[config.mk]
export PLATFORM = sky130hd
export DESIGN_NAME = block_interleaver
export DESIGN_NICKNAME = d
export VERILOG_FILES = /design/src/rtl/interleaver_pkg.sv /design/src/rtl/il_addr_gen.sv /design/src/rtl/block_interleaver.sv
export SDC_FILE = /design/constraint.sdc
export NUM_CORES = 1
export LEC_CHECK = 0
export BUFFER_PORTS_ARGS = -buffer_cell sky130_fd_sc_hd__buf_2
export CAP_MARGIN = 10
export CELL_PAD_IN_SITES_DETAIL_PLACEMENT = 0
export CELL_PAD_IN_SITES_GLOBAL_PLACEMENT = 1
export CORE_AREA = 2 2 96 70
export DETAILED_ROUTE_END_ITERATION = 7
export DIE_AREA = 0 0 98 72
export HOLD_SLACK_MARGIN = 0.15
export PLACE_DENSITY_LB_ADDON = 0.1
export SLEW_MARGIN = 20
export SYNTH_ARGS = -nofsm -noshare
export SYNTH_HDL_FRONTEND = slang
export SYNTH_SLANG_ARGS = --single-unit
export TNS_END_PERCENT = 1
[constraint.sdc]
create_clock -name clk -period 1.9 [get_ports clk]
set_clock_uncertainty 0.05 [all_clocks]
set_input_delay 0 -clock clk [delete_from_list [all_inputs] [get_ports clk]]
set_output_delay 0 -clock clk [all_outputs]
set_load 0.05 [all_outputs]
[src/rtl/interleaver_pkg.sv]
// Shared constants and helpers for the block interleaver.
// Mode encodings and the index-width function live here.
package interleaver_pkg;

  localparam logic MODE_IL  = 1'b0;
  localparam logic MODE_DIL = 1'b1;

  function automatic int idx_w(input int n);
    return (n <= 2) ? 1 : $clog2(n);
  endfunction

endpackage

[src/rtl/il_addr_gen.sv]
// Permuted read address generator for the block interleaver.
// Row/col counters replace the divide/modulo address formula.
module il_addr_gen
  import interleaver_pkg::*;
#(
  parameter int  ROWS = 4,
  parameter int  COLS = 4,
  localparam int N    = ROWS * COLS,
  localparam int IW   = idx_w(N)
) (
  input  logic          clk,
  input  logic          rst_ni,
  input  logic          advance_i,
  input  logic          clear_i,
  input  logic          mode_i,
  output logic [IW-1:0] addr_o
);

  logic [IW-1:0] minor_q, minor_d;
  logic [IW-1:0] major_q, major_d;
  logic [IW-1:0] addr_q, addr_d;
  logic [IW-1:0] lim_m1;
  logic [IW-1:0] step;

  // minor walks the fast axis in strides of step; major is the base offset
  assign lim_m1 = (mode_i == MODE_DIL) ? IW'(COLS - 1) : IW'(ROWS - 1);
  assign step   = (mode_i == MODE_DIL) ? IW'(ROWS) : IW'(COLS);

  always_comb begin
    minor_d = minor_q;
    major_d = major_q;
    addr_d  = addr_q;
    if (clear_i) begin
      minor_d = '0;
      major_d = '0;
      addr_d  = '0;
    end else if (advance_i) begin
      if (minor_q == lim_m1) begin
        minor_d = '0;
        major_d = major_q + 1'b1;
        addr_d  = major_q + 1'b1;
      end else begin
        minor_d = minor_q + 1'b1;
        addr_d  = addr_q + step;
      end
    end
  end

  always_ff @(posedge clk or negedge rst_ni) begin
    if (!rst_ni) begin
      minor_q <= '0;
      major_q <= '0;
      addr_q  <= '0;
    end else begin
      minor_q <= minor_d;
      major_q <= major_d;
      addr_q  <= addr_d;
    end
  end

  assign addr_o = addr_q;

endmodule

[src/rtl/block_interleaver.sv]
// ROWS x COLS block interleaver/deinterleaver, ping-pong banks.
// Linear writes, permuted reads, per-frame mode latched on first symbol.
module block_interleaver
  import interleaver_pkg::*;
#(
  parameter int ROWS = 4,
  parameter int COLS = 4,
  parameter int DW   = 1
) (
  input  logic          clk,
  input  logic          rst,
  input  logic          mode,
  input  logic          flush,
  input  logic          in_valid,
  input  logic [DW-1:0] in_data,
  output logic          in_ready,
  output logic          out_valid,
  output logic [DW-1:0] out_data,
  input  logic          out_ready,
  output logic          out_last
);

  localparam int N  = ROWS * COLS;
  localparam int IW = idx_w(N);
  localparam logic [IW-1:0] LAST = IW'(N - 1);

  logic [DW-1:0] mem_q [2][N];
  logic [1:0]    full_q, full_d;
  logic [1:0]    mode_q, mode_d;
  logic          wr_bank_q, wr_bank_d;
  logic          rd_bank_q, rd_bank_d;
  logic [IW-1:0] wr_idx_q, wr_idx_d;
  logic [IW-1:0] rd_idx_q, rd_idx_d;
  logic [IW-1:0] addr;
  logic          wr_fire, rd_fire;
  logic          wr_end, rd_end;

  assign in_ready  = !full_q[wr_bank_q];
  assign out_valid = full_q[rd_bank_q];
  assign wr_fire   = in_valid && in_ready;
  assign rd_fire   = out_valid && out_ready;
  assign wr_end    = wr_idx_q == LAST;
  assign rd_end    = rd_idx_q == LAST;
  assign out_last  = out_valid && rd_end;
  assign out_data  = out_valid ? mem_q[rd_bank_q][addr] : '0;

  il_addr_gen #(
    .ROWS (ROWS),
    .COLS (COLS)
  ) u_addr (
    .clk       (clk),
    .rst_ni    (rst),
    .advance_i (rd_fire && !rd_end),
    .clear_i   (flush || (rd_fire && rd_end)),
    .mode_i    (mode_q[rd_bank_q]),
    .addr_o    (addr)
  );

  always_comb begin
    full_d    = full_q;
    mode_d    = mode_q;
    wr_bank_d = wr_bank_q;
    rd_bank_d = rd_bank_q;
    wr_idx_d  = wr_idx_q;
    rd_idx_d  = rd_idx_q;
    if (flush) begin
      full_d    = '0;
      wr_bank_d = 1'b0;
      rd_bank_d = 1'b0;
      wr_idx_d  = '0;
      rd_idx_d  = '0;
    end else begin
      if (wr_fire) begin
        if (wr_idx_q == '0) mode_d[wr_bank_q] = mode;
        if (wr_end) begin
          full_d[wr_bank_q] = 1'b1;
          wr_idx_d          = '0;
          wr_bank_d         = !wr_bank_q;
        end else begin
          wr_idx_d = wr_idx_q + 1'b1;
        end
      end
      // read bank is always full and write bank empty, so no clash here
      if (rd_fire) begin
        if (rd_end) begin
          full_d[rd_bank_q] = 1'b0;
          rd_idx_d          = '0;
          rd_bank_d         = !rd_bank_q;
        end else begin
          rd_idx_d = rd_idx_q + 1'b1;
        end
      end
    end
  end

  always_ff @(posedge clk or negedge rst) begin
    if (!rst) begin
      full_q    <= '0;
      mode_q    <= '0;
      wr_bank_q <= 1'b0;
      rd_bank_q <= 1'b0;
      wr_idx_q  <= '0;
      rd_idx_q  <= '0;
    end else begin
      full_q    <= full_d;
      mode_q    <= mode_d;
      wr_bank_q <= wr_bank_d;
      rd_bank_q <= rd_bank_d;
      wr_idx_q  <= wr_idx_d;
      rd_idx_q  <= rd_idx_d;
    end
  end

  always_ff @(posedge clk) begin
    if (wr_fire) mem_q[wr_bank_q][wr_idx_q] <= in_data;
  end

endmodule

==> metrics.md, run 1 <==
| Metric | Value |
|---|---|
| Maximum number of pins on one net before global-route repair | `33` |
| Clock Pin Slew Worst Setup and Hold Paths | `0.10 ns` |
| Kind of start point of the critical path | `register` |
| Total Die Area | `0.00706 mm2` |
| Routability congestion estimate | `0.794` |
| Worst reg2reg endpoint | `u_addr.minor_q[3]` |
| Routed length per placed instance | `16.3 um` |
| Total Routed Length | `5480 um` |
| RSZ-0062 raised after global routing | `true` |
| Arrival time worst endpoint | `2.12 ns` |
| Worst setup slack after placement | `-0.143 ns` |
| Result of the run | `finished with violations` |
| Number of vias in the routed layout | `1846` |
| Layout net count | `270` |
| Wire length of the first global-routing pass | `9610 um` |
| Power per cell area | `676 mW/mm2` |
| Number of levels the H-tree was split into | `2` |
| Final antenna-violating net count | `0` |
| Final slew viol count | `0` |
| #FFs+latches synth | `56` |
| Rows | `24` |
| Antenna cells | `0` |
| Worst R2R Start | `rd_bank_q` |
| Final critical-path setup slack | `-0.271 ns` |
| Part of the cycle the worst path needs | `114%` |
| Worst hold margin | `0.167 ns` |
| Vertical die dimension | `72 um` |
| Avg Synthesized Cell Area | `11.8 um2` |
| Violations in the final reports | `negative setup slack` |
| Max-Slew Margin vs Limit | `62.7%` |
| Cell at the root of the clock tree | `sky130_fd_sc_hd__clkbuf_8` |
| Number of antenna violations at the first check in global routing | `0` |
| Worst setup path class | `register to output pin` |
| Part of the Yosys area used for sequential elements | `57.8%` |
| Vias in the first global route | `1840` |
| Sink count of the clock tree | `56` |
| Final hold viol count | `0` |
| DRC violation total after the first TritonRoute iteration | `87` |
| Area growth from synthesis to layout | `13.7%` |
| Max Clock Freq | `461 MHz` |
| Width of the die | `98 um` |
| Worst reg-to-reg setup slack | `0.13 ns` |
| Leak Pwr | `1.17 nW` |
| CP max FO | `6` |
| Pin slew with the least headroom to its limit | `0.559 ns` |
| Core footprint | `0.00610 mm2` |
| Ratio of cells with drive above 1 in the final layout | `21.8%` |
| Remaining global-route overflow | `0` |
| Sum of net half-perimeters after detailed placement | `4000 um` |
| Nature of the critical path endpoint | `output pin` |
| Detailed-route vias per instance | `5.51` |
| First-pass iteration count of the detailed router | `4` |
| Depth of the most critical reg-to-reg path | `6` |
| Clock insertion delay at the later pin of the skew report | `0.31 ns` |
| Shortest clock period the worst path allows after layout | `2.17 ns` |
| Global-route usage over all layers | `17.5%` |
| Number of nets produced by synthesis | `243` |
| Total number of yosys warnings | `0` |
| Worst VDD drop | `309 uV` |
| Inserted Clock Buffers | `5` |
| Hold WC Path Type | `primary input to asynchronous set/reset pin` |
| Post-route standard cell area excluding fillers | `0.00308 mm2` |
| DRC Markers | `0` |
| CTS tree | `yes` |
| Total I/O pin count | `11` |
| Cell area after technology mapping | `0.00270 mm2` |
| Count of endpoints failing setup in the final report | `1` |
| Quantity of I/O buffers inserted on ports | `9` |
| Critical path data required time | `1.85 ns` |
| Number of unique standard cell types used by synthesis | `45` |
| Max-cap check violation count | `0` |
| Cell area after placement | `0.00292 mm2` |
| Starting Density | `44.4%` |
| Filler instances | `555` |
| Post-Syn Instances | `229` |
| CTS Buffer Depth | `2` |
## layout make-up
cell class | instances | area [um2] | share of cell area [%]
Multi-Input combinational cell | 160 | 1100 | 35.8
Inverter | 3 | 11.3 | 0.366
Clock inverter | 3 | 13.8 | 0.448
Clock buffer | 5 | 68.8 | 2.24
Timing Repair Buffer | 30 | 221 | 7.20
Tap cell | 78 | 97.6 | 3.17
Sequential cell | 56 | 1560 | 50.8
## kinds of logic (layout without fill, tap and decap cells)
logic type | count (synthesis) | count (layout) | share of synthesized area [%]
AOI/OAI and AO/OA | 40 | 40 | 9.02
xor gates and xnor gates | 4 | 4 | 1.30
adders and majority gates | 7 | 7 | 3.24
buffers and inverters | 13 | 41 | 2.41
DFF | 56 | 56 | 57.8
muxes | 13 | 13 | 9.53
and+or+nand+nor | 96 | 96 | 16.8
## worst max-delay path by stage
stage	start	to	slack, ns	cells after the start
after floorplan	wr_bank_q	mem_q[1][1]	-0.25	6
after global placement	rd_bank_q	out_data	-0.09	5
after detailed placement	rd_bank_q	out_data	-0.14	5
after CTS	rd_bank_q	out_data	-0.32	5
after global routing	rd_bank_q	out_data	-0.36	5
final	rd_bank_q	out_data	-0.27	5
## critical path: stages, from the launching register on
cell and delay (ns):
sky130_fd_sc_hd__dfrtp_2 0.47, sky130_fd_sc_hd__mux4_2 0.51, sky130_fd_sc_hd__mux4_2 0.50, sky130_fd_sc_hd__nor2b_2 0.13
sky130_fd_sc_hd__nor3_2 0.05, sky130_fd_sc_hd__buf_6 0.16
## cell usage in the layout, fill, tap and decap left out, types with 2 or more instances in the layout
master,instances
sky130_fd_sc_hd__nor2_1,38
sky130_fd_sc_hd__edfxtp_1,32
sky130_fd_sc_hd__dfrtp_1,23
sky130_fd_sc_hd__nand2_1,21
sky130_fd_sc_hd__buf_4,16
sky130_fd_sc_hd__o21ai_0,13
sky130_fd_sc_hd__a21oi_1,12
sky130_fd_sc_hd__nand3_1,11
sky130_fd_sc_hd__mux4_2,9
sky130_fd_sc_hd__buf_2,8
sky130_fd_sc_hd__ha_1,7
sky130_fd_sc_hd__clkbuf_8,5
sky130_fd_sc_hd__dlygate4sd3_1,5
sky130_fd_sc_hd__xor2_1,4
sky130_fd_sc_hd__inv_1,3
sky130_fd_sc_hd__nand2b_1,3
sky130_fd_sc_hd__and2_1,3
sky130_fd_sc_hd__a21o_1,3
sky130_fd_sc_hd__or2_2,2
sky130_fd_sc_hd__nand3b_1,2
sky130_fd_sc_hd__or3_1,2
sky130_fd_sc_hd__mux2_2,2
sky130_fd_sc_hd__a32o_1,2
sky130_fd_sc_hd__o31ai_1,2
sky130_fd_sc_hd__clkinv_2,2
## where the power goes
group | total (W) | leakage, nW | internal (W) | switching [W]
Clock | 0.000626 | 0.0453 | 0.000252 | 0.000375
Sequential | 0.00132 | 0.617 | 0.00130 | 0.0000170
Combinational | 0.000136 | 0.504 | 0.0000517 | 0.0000838
Total | 0.00208 | 1.17 | 0.00160 | 0.000476
## sequential cells by signal (all words and copies together), names as in the netlist
| name | flops |
|---|---|
| mem_q | 32 |
| rd_bank_q | 1 |
| u_addr.addr_o | 4 |
| wr_bank_q | 1 |
| u_addr.minor_q | 4 |
| rd_idx_q | 4 |
| u_addr.major_q | 4 |
| wr_idx_q | 4 |
| full_q | 2 |
## through the flow
| stage | TNS (ns) | power [W] | utilization (%) | std cells |
|---|---|---|---|---|
| 5_1_grt | -0.481 | 0.00218 | 50.5 | 335 |
| 2_1_floorplan | -6.27 | 0.00141 | - | 229 |
| 3_5_place_dp | -0.143 | 0.00147 | 47.9 | 321 |
| 4_1_cts | -0.320 | 0.00210 | 50.3 | 335 |
| 6_report | -0.271 | 0.00208 | 50.5 | 335 |
| 3_3_place_gp | -0.0876 | 0.00146 | 47.9 | 321 |
## cell usage after synthesis
master,count,area (um2)
sky130_fd_sc_hd__o21ai_0,14,70.1
sky130_fd_sc_hd__and2_1,3,18.8
sky130_fd_sc_hd__nor2_1,38,143
sky130_fd_sc_hd__a32o_1,2,20.0
sky130_fd_sc_hd__a41oi_1,1,8.76
sky130_fd_sc_hd__and3_1,1,6.26
sky130_fd_sc_hd__o31ai_1,2,15.0
sky130_fd_sc_hd__mux2i_1,1,10.0
sky130_fd_sc_hd__o2bb2ai_1,1,8.76
sky130_fd_sc_hd__a31o_2,1,8.76
sky130_fd_sc_hd__nor3b_1,1,7.51
sky130_fd_sc_hd__ha_1,7,87.6
sky130_fd_sc_hd__xor2_1,4,35.0
sky130_fd_sc_hd__clkbuf_1,7,26.3
sky130_fd_sc_hd__a31oi_1,1,6.26
sky130_fd_sc_hd__edfxtp_1,32,961
sky130_fd_sc_hd__buf_6,2,22.5
sky130_fd_sc_hd__dfrtp_1,24,601
sky130_fd_sc_hd__a21o_1,3,22.5
sky130_fd_sc_hd__or3_1,2,12.5
sky130_fd_sc_hd__nor2b_1,2,12.5
sky130_fd_sc_hd__nand4b_1,1,8.76
sky130_fd_sc_hd__nand2_1,21,78.8
sky130_fd_sc_hd__nand2b_1,3,18.8
sky130_fd_sc_hd__nand3_2,1,10.0
sky130_fd_sc_hd__and2_0,1,6.26
sky130_fd_sc_hd__mux4_2,7,158
sky130_fd_sc_hd__nor3_1,2,10.0
sky130_fd_sc_hd__o21bai_1,1,7.51
sky130_fd_sc_hd__buf_2,1,5.00
sky130_fd_sc_hd__mux2_2,2,22.5
sky130_fd_sc_hd__and2b_2,1,8.76
sky130_fd_sc_hd__mux4_1,2,52.6
sky130_fd_sc_hd__mux2_4,1,15.0
sky130_fd_sc_hd__nand3b_1,2,15.0
sky130_fd_sc_hd__o21a_1,1,7.51
sky130_fd_sc_hd__a2111oi_0,1,8.76
sky130_fd_sc_hd__nor4_1,1,6.26
sky130_fd_sc_hd__a21oi_1,12,60.1
sky130_fd_sc_hd__nand4_1,1,6.26
sky130_fd_sc_hd__or2_2,2,12.5
sky130_fd_sc_hd__nand3_1,11,55.1
sky130_fd_sc_hd__or3b_2,1,8.76
sky130_fd_sc_hd__or4_1,1,7.51
sky130_fd_sc_hd__inv_1,3,11.3
## metal layers
layer | up-vias | wire, um | GRT usage (%)
li1 | 883 | - | -
met1 | 916 | 2700 | 26.0
met2 | 40 | 2430 | 26.5
met3 | 7 | 285 | 3.47
met4 | 0 | 68 | 5.25
met5 | - | 0 | 0
## what timing repair did
action,CTS,global route
hold buffers,5,0
resized for setup,6,4
setup endpoints to repair,2,17
endpoints found under the hold margin,71,0
setup buffers,1,0
pin swaps,1,0
Power figures use the tool's default switching activity.
==> run 2: changes to the inputs <==
- PLACE_DENSITY_LB_ADDON: 0.1 -> 0.08
==> run 2 against run 1 <==
Effect of this change: the run still ends with negative setup slack left; non-clock buffer count down 1; wire length increased by 3.7%; setup slack better by 0.0014 ns; cell count decreased by 0.30%; largest cell class unchanged; highest routed layer unchanged.
==> metrics.md, run 2 (synthesis gave the netlist of run 1 again) <==
| Metric | Value |
|---|---|
| Number of antenna violations at the first check in global routing | `0 (unchanged)` |
| Final Total Pwr | `0.00223 W (+7.2%)` |
| Hold WC Path Type | `primary input to asynchronous set/reset pin` |
| Ratio of cells with drive above 1 in the final layout | `22.7% (+0.87 points)` |
| Global-route usage over all layers | `16.9% (-0.63 points)` |
| Core footprint | `0.00610 mm2 (unchanged)` |
| Final slew viol count | `0 (unchanged)` |
| Total Die Area | `0.00706 mm2 (unchanged)` |
| CTS tree | `yes` |
| Rows | `24 (unchanged)` |
| Starting Density | `44.4% (unchanged)` |
| Worst hold margin | `0.176 ns (+0.00858 ns)` |
| Vias in the first global route | `1811 (-1.6%)` |
| Kind of start point of the critical path | `register` |
| Total Routed Length | `5680 um (+3.7%)` |
| Sink count of the clock tree | `56 (unchanged)` |
| Leak Pwr | `1.18 nW (+1.1%)` |
| Core utilization of the finished layout | `51.5% (+1.0 points)` |
| Max-cap check violation count | `0 (unchanged)` |
| Routability congestion estimate | `0.807 (+1.6%)` |
| Cell at the root of the clock tree | `sky130_fd_sc_hd__clkbuf_8` |
| DRC Markers | `0 (unchanged)` |
| CTS Buffer Depth | `2 (unchanged)` |
| Number of levels the H-tree was split into | `2 (unchanged)` |
| RSZ-0062 raised after global routing | `true` |
| Arrival time worst endpoint | `2.12 ns (about the same)` |
| Sum of net half-perimeters after detailed placement | `3940 um (-1.3%)` |
| Shortest clock period the worst path allows after layout | `2.17 ns (-0.00145 ns)` |
| Clock insertion delay at the later pin of the skew report | `0.30 ns (about the same)` |
| Clock Pin Slew Worst Setup and Hold Paths | `0.10 ns (about the same)` |
| Register with the highest flop count | `mem_q` |
| Pin slew with the least headroom to its limit | `0.601 ns (+0.0415 ns)` |
| Inserted Clock Buffers | `5 (unchanged)` |
| Worst VDD drop | `255 uV (-17%)` |
| Total I/O pin count | `11 (unchanged)` |
| Detailed-route vias per instance | `5.49 (-0.46%)` |
| Final critical-path setup slack | `-0.269 ns (+0.00145 ns)` |
| CP max FO | `6 (unchanged)` |
| DRC violation total after the first TritonRoute iteration | `133 (+53%)` |
| Quantity of I/O buffers inserted on ports | `9 (unchanged)` |
| Worst reg-to-reg setup slack | `0.04 ns (-0.09 ns)` |
| Cell area after placement | `0.00292 mm2 (about the same)` |
| Final antenna-violating net count | `0 (unchanged)` |
| Commonest cells after routing, fill and taps aside | `sky130_fd_sc_hd__nor2_1 (38), sky130_fd_sc_hd__edfxtp_1 (32), sky130_fd_sc_hd__dfrtp_1 (22)` |
| Maximum number of pins on one net before global-route repair | `33 (unchanged)` |
| Remaining global-route overflow | `0 (unchanged)` |
| Worst R2R Start | `rd_bank_q` |
| Worst setup path class | `register to output pin` |
| Power per cell area | `711 mW/mm2 (+5.1%)` |
| Final hold viol count | `0 (unchanged)` |
| First-pass iteration count of the detailed router | `4 (unchanged)` |
| Nature of the critical path endpoint | `output pin` |
| Flip-flop count of the largest register, all copies and words added | `32 (unchanged)` |
| Routed length per placed instance | `17.0 um (+4.0%)` |
| Wire length of the first global-routing pass | `9290 um (-3.4%)` |
| Vertical die dimension | `72 um (unchanged)` |
| Max Clock Freq | `461 MHz (about the same)` |
| Layout net count | `269 (-0.37%)` |
| Max-Slew Margin vs Limit | `59.9% (-2.8 points)` |
| Worst reg2reg endpoint | `rd_idx_q[3]` |
| Result of the run | `finished with violations` |
| Violations in the final reports | `negative setup slack` |
| Count of endpoints failing setup in the final report | `1 (unchanged)` |
| Post-route standard cell area excluding fillers | `0.00314 mm2 (+2.0%)` |
| Area growth from synthesis to layout | `16.0%` |
| Most common library cell in the layout ignoring fill and taps | `sky130_fd_sc_hd__nor2_1` |
| Antenna cells | `0 (unchanged)` |
| Part of the cycle the worst path needs | `114% (about the same)` |
| Depth of the most critical reg-to-reg path | `7 (+1)` |
| Width of the die | `98 um (unchanged)` |
| Critical path data required time | `1.85 ns (about the same)` |
| Number of vias in the routed layout | `1832 (-0.76%)` |
-- run 2: power breakdown --
group          internal (W)  switching [W]
logic             0.0000526      0.0000886
registers           0.00130      0.0000175
clock network      0.000395       0.000375
-- run 2: worst max-delay path by stage --
stage	end	from	slack, ns	depth (start not counted)
after CTS	out_data	rd_bank_q	-0.29	5
after global routing	out_data	rd_bank_q	-0.37	5
after floorplan	mem_q[1][1]	wr_bank_q	-0.25	6
after detailed placement	out_data	rd_bank_q	-0.12	5
after global placement	out_data	rd_bank_q	-0.08	5
final	out_data	rd_bank_q	-0.27	5
-- run 2: critical path, cell delays in order (launching register included) --
cell                      delay, ns
sky130_fd_sc_hd__dfrtp_2       0.46
sky130_fd_sc_hd__mux4_2        0.52
sky130_fd_sc_hd__mux4_2        0.49
sky130_fd_sc_hd__nor2b_2       0.13
sky130_fd_sc_hd__nor3_2        0.06
sky130_fd_sc_hd__buf_6         0.16
-- run 2: repair_timing --
item | CTS | global route
endpoints found under the setup margin | 3 | 16
hold buffers | 5 | 0
endpoints found under the hold margin | 41 | 0
buffers inserted | 1 | 1
pin swaps | 1 | 2
gates resized for setup | 8 | 11
-- run 2: layout make-up --
| cell class | instances | area, um2 |
|---|---|---|
| Fill cell | 534 | 2960 |
| Sequential cell | 56 | 1560 |
| Multi-Input combinational cell | 160 | 1120 |
| Timing Repair Buffer | 29 | 240 |
| Tap cell | 78 | 97.6 |
| Clock buffer | 7 | 76.3 |
| Clock inverter | 1 | 30.0 |
| Inverter | 3 | 11.3 |
-- run 2: layer usage --
layer | GRT usage, % | wire [um]
met4 | 3.86 | 26
met3 | 3.56 | 151
met2 | 26.2 | 2540
met1 | 24.8 | 2960
met5 | 0 | 0
-- run 2: stage by stage --
| step | std cells | setup WS, ns | setup TNS [ns] |
|---|---|---|---|
| 6_report | 334 | -0.269 | -0.269 |
| 2_1_floorplan | 229 | -0.251 | -6.27 |
| 3_3_place_gp | 319 | -0.0839 | -0.0839 |
| 4_1_cts | 333 | -0.295 | -0.295 |
| 5_1_grt | 334 | -0.372 | -0.669 |
| 3_5_place_dp | 319 | -0.122 | -0.122 |
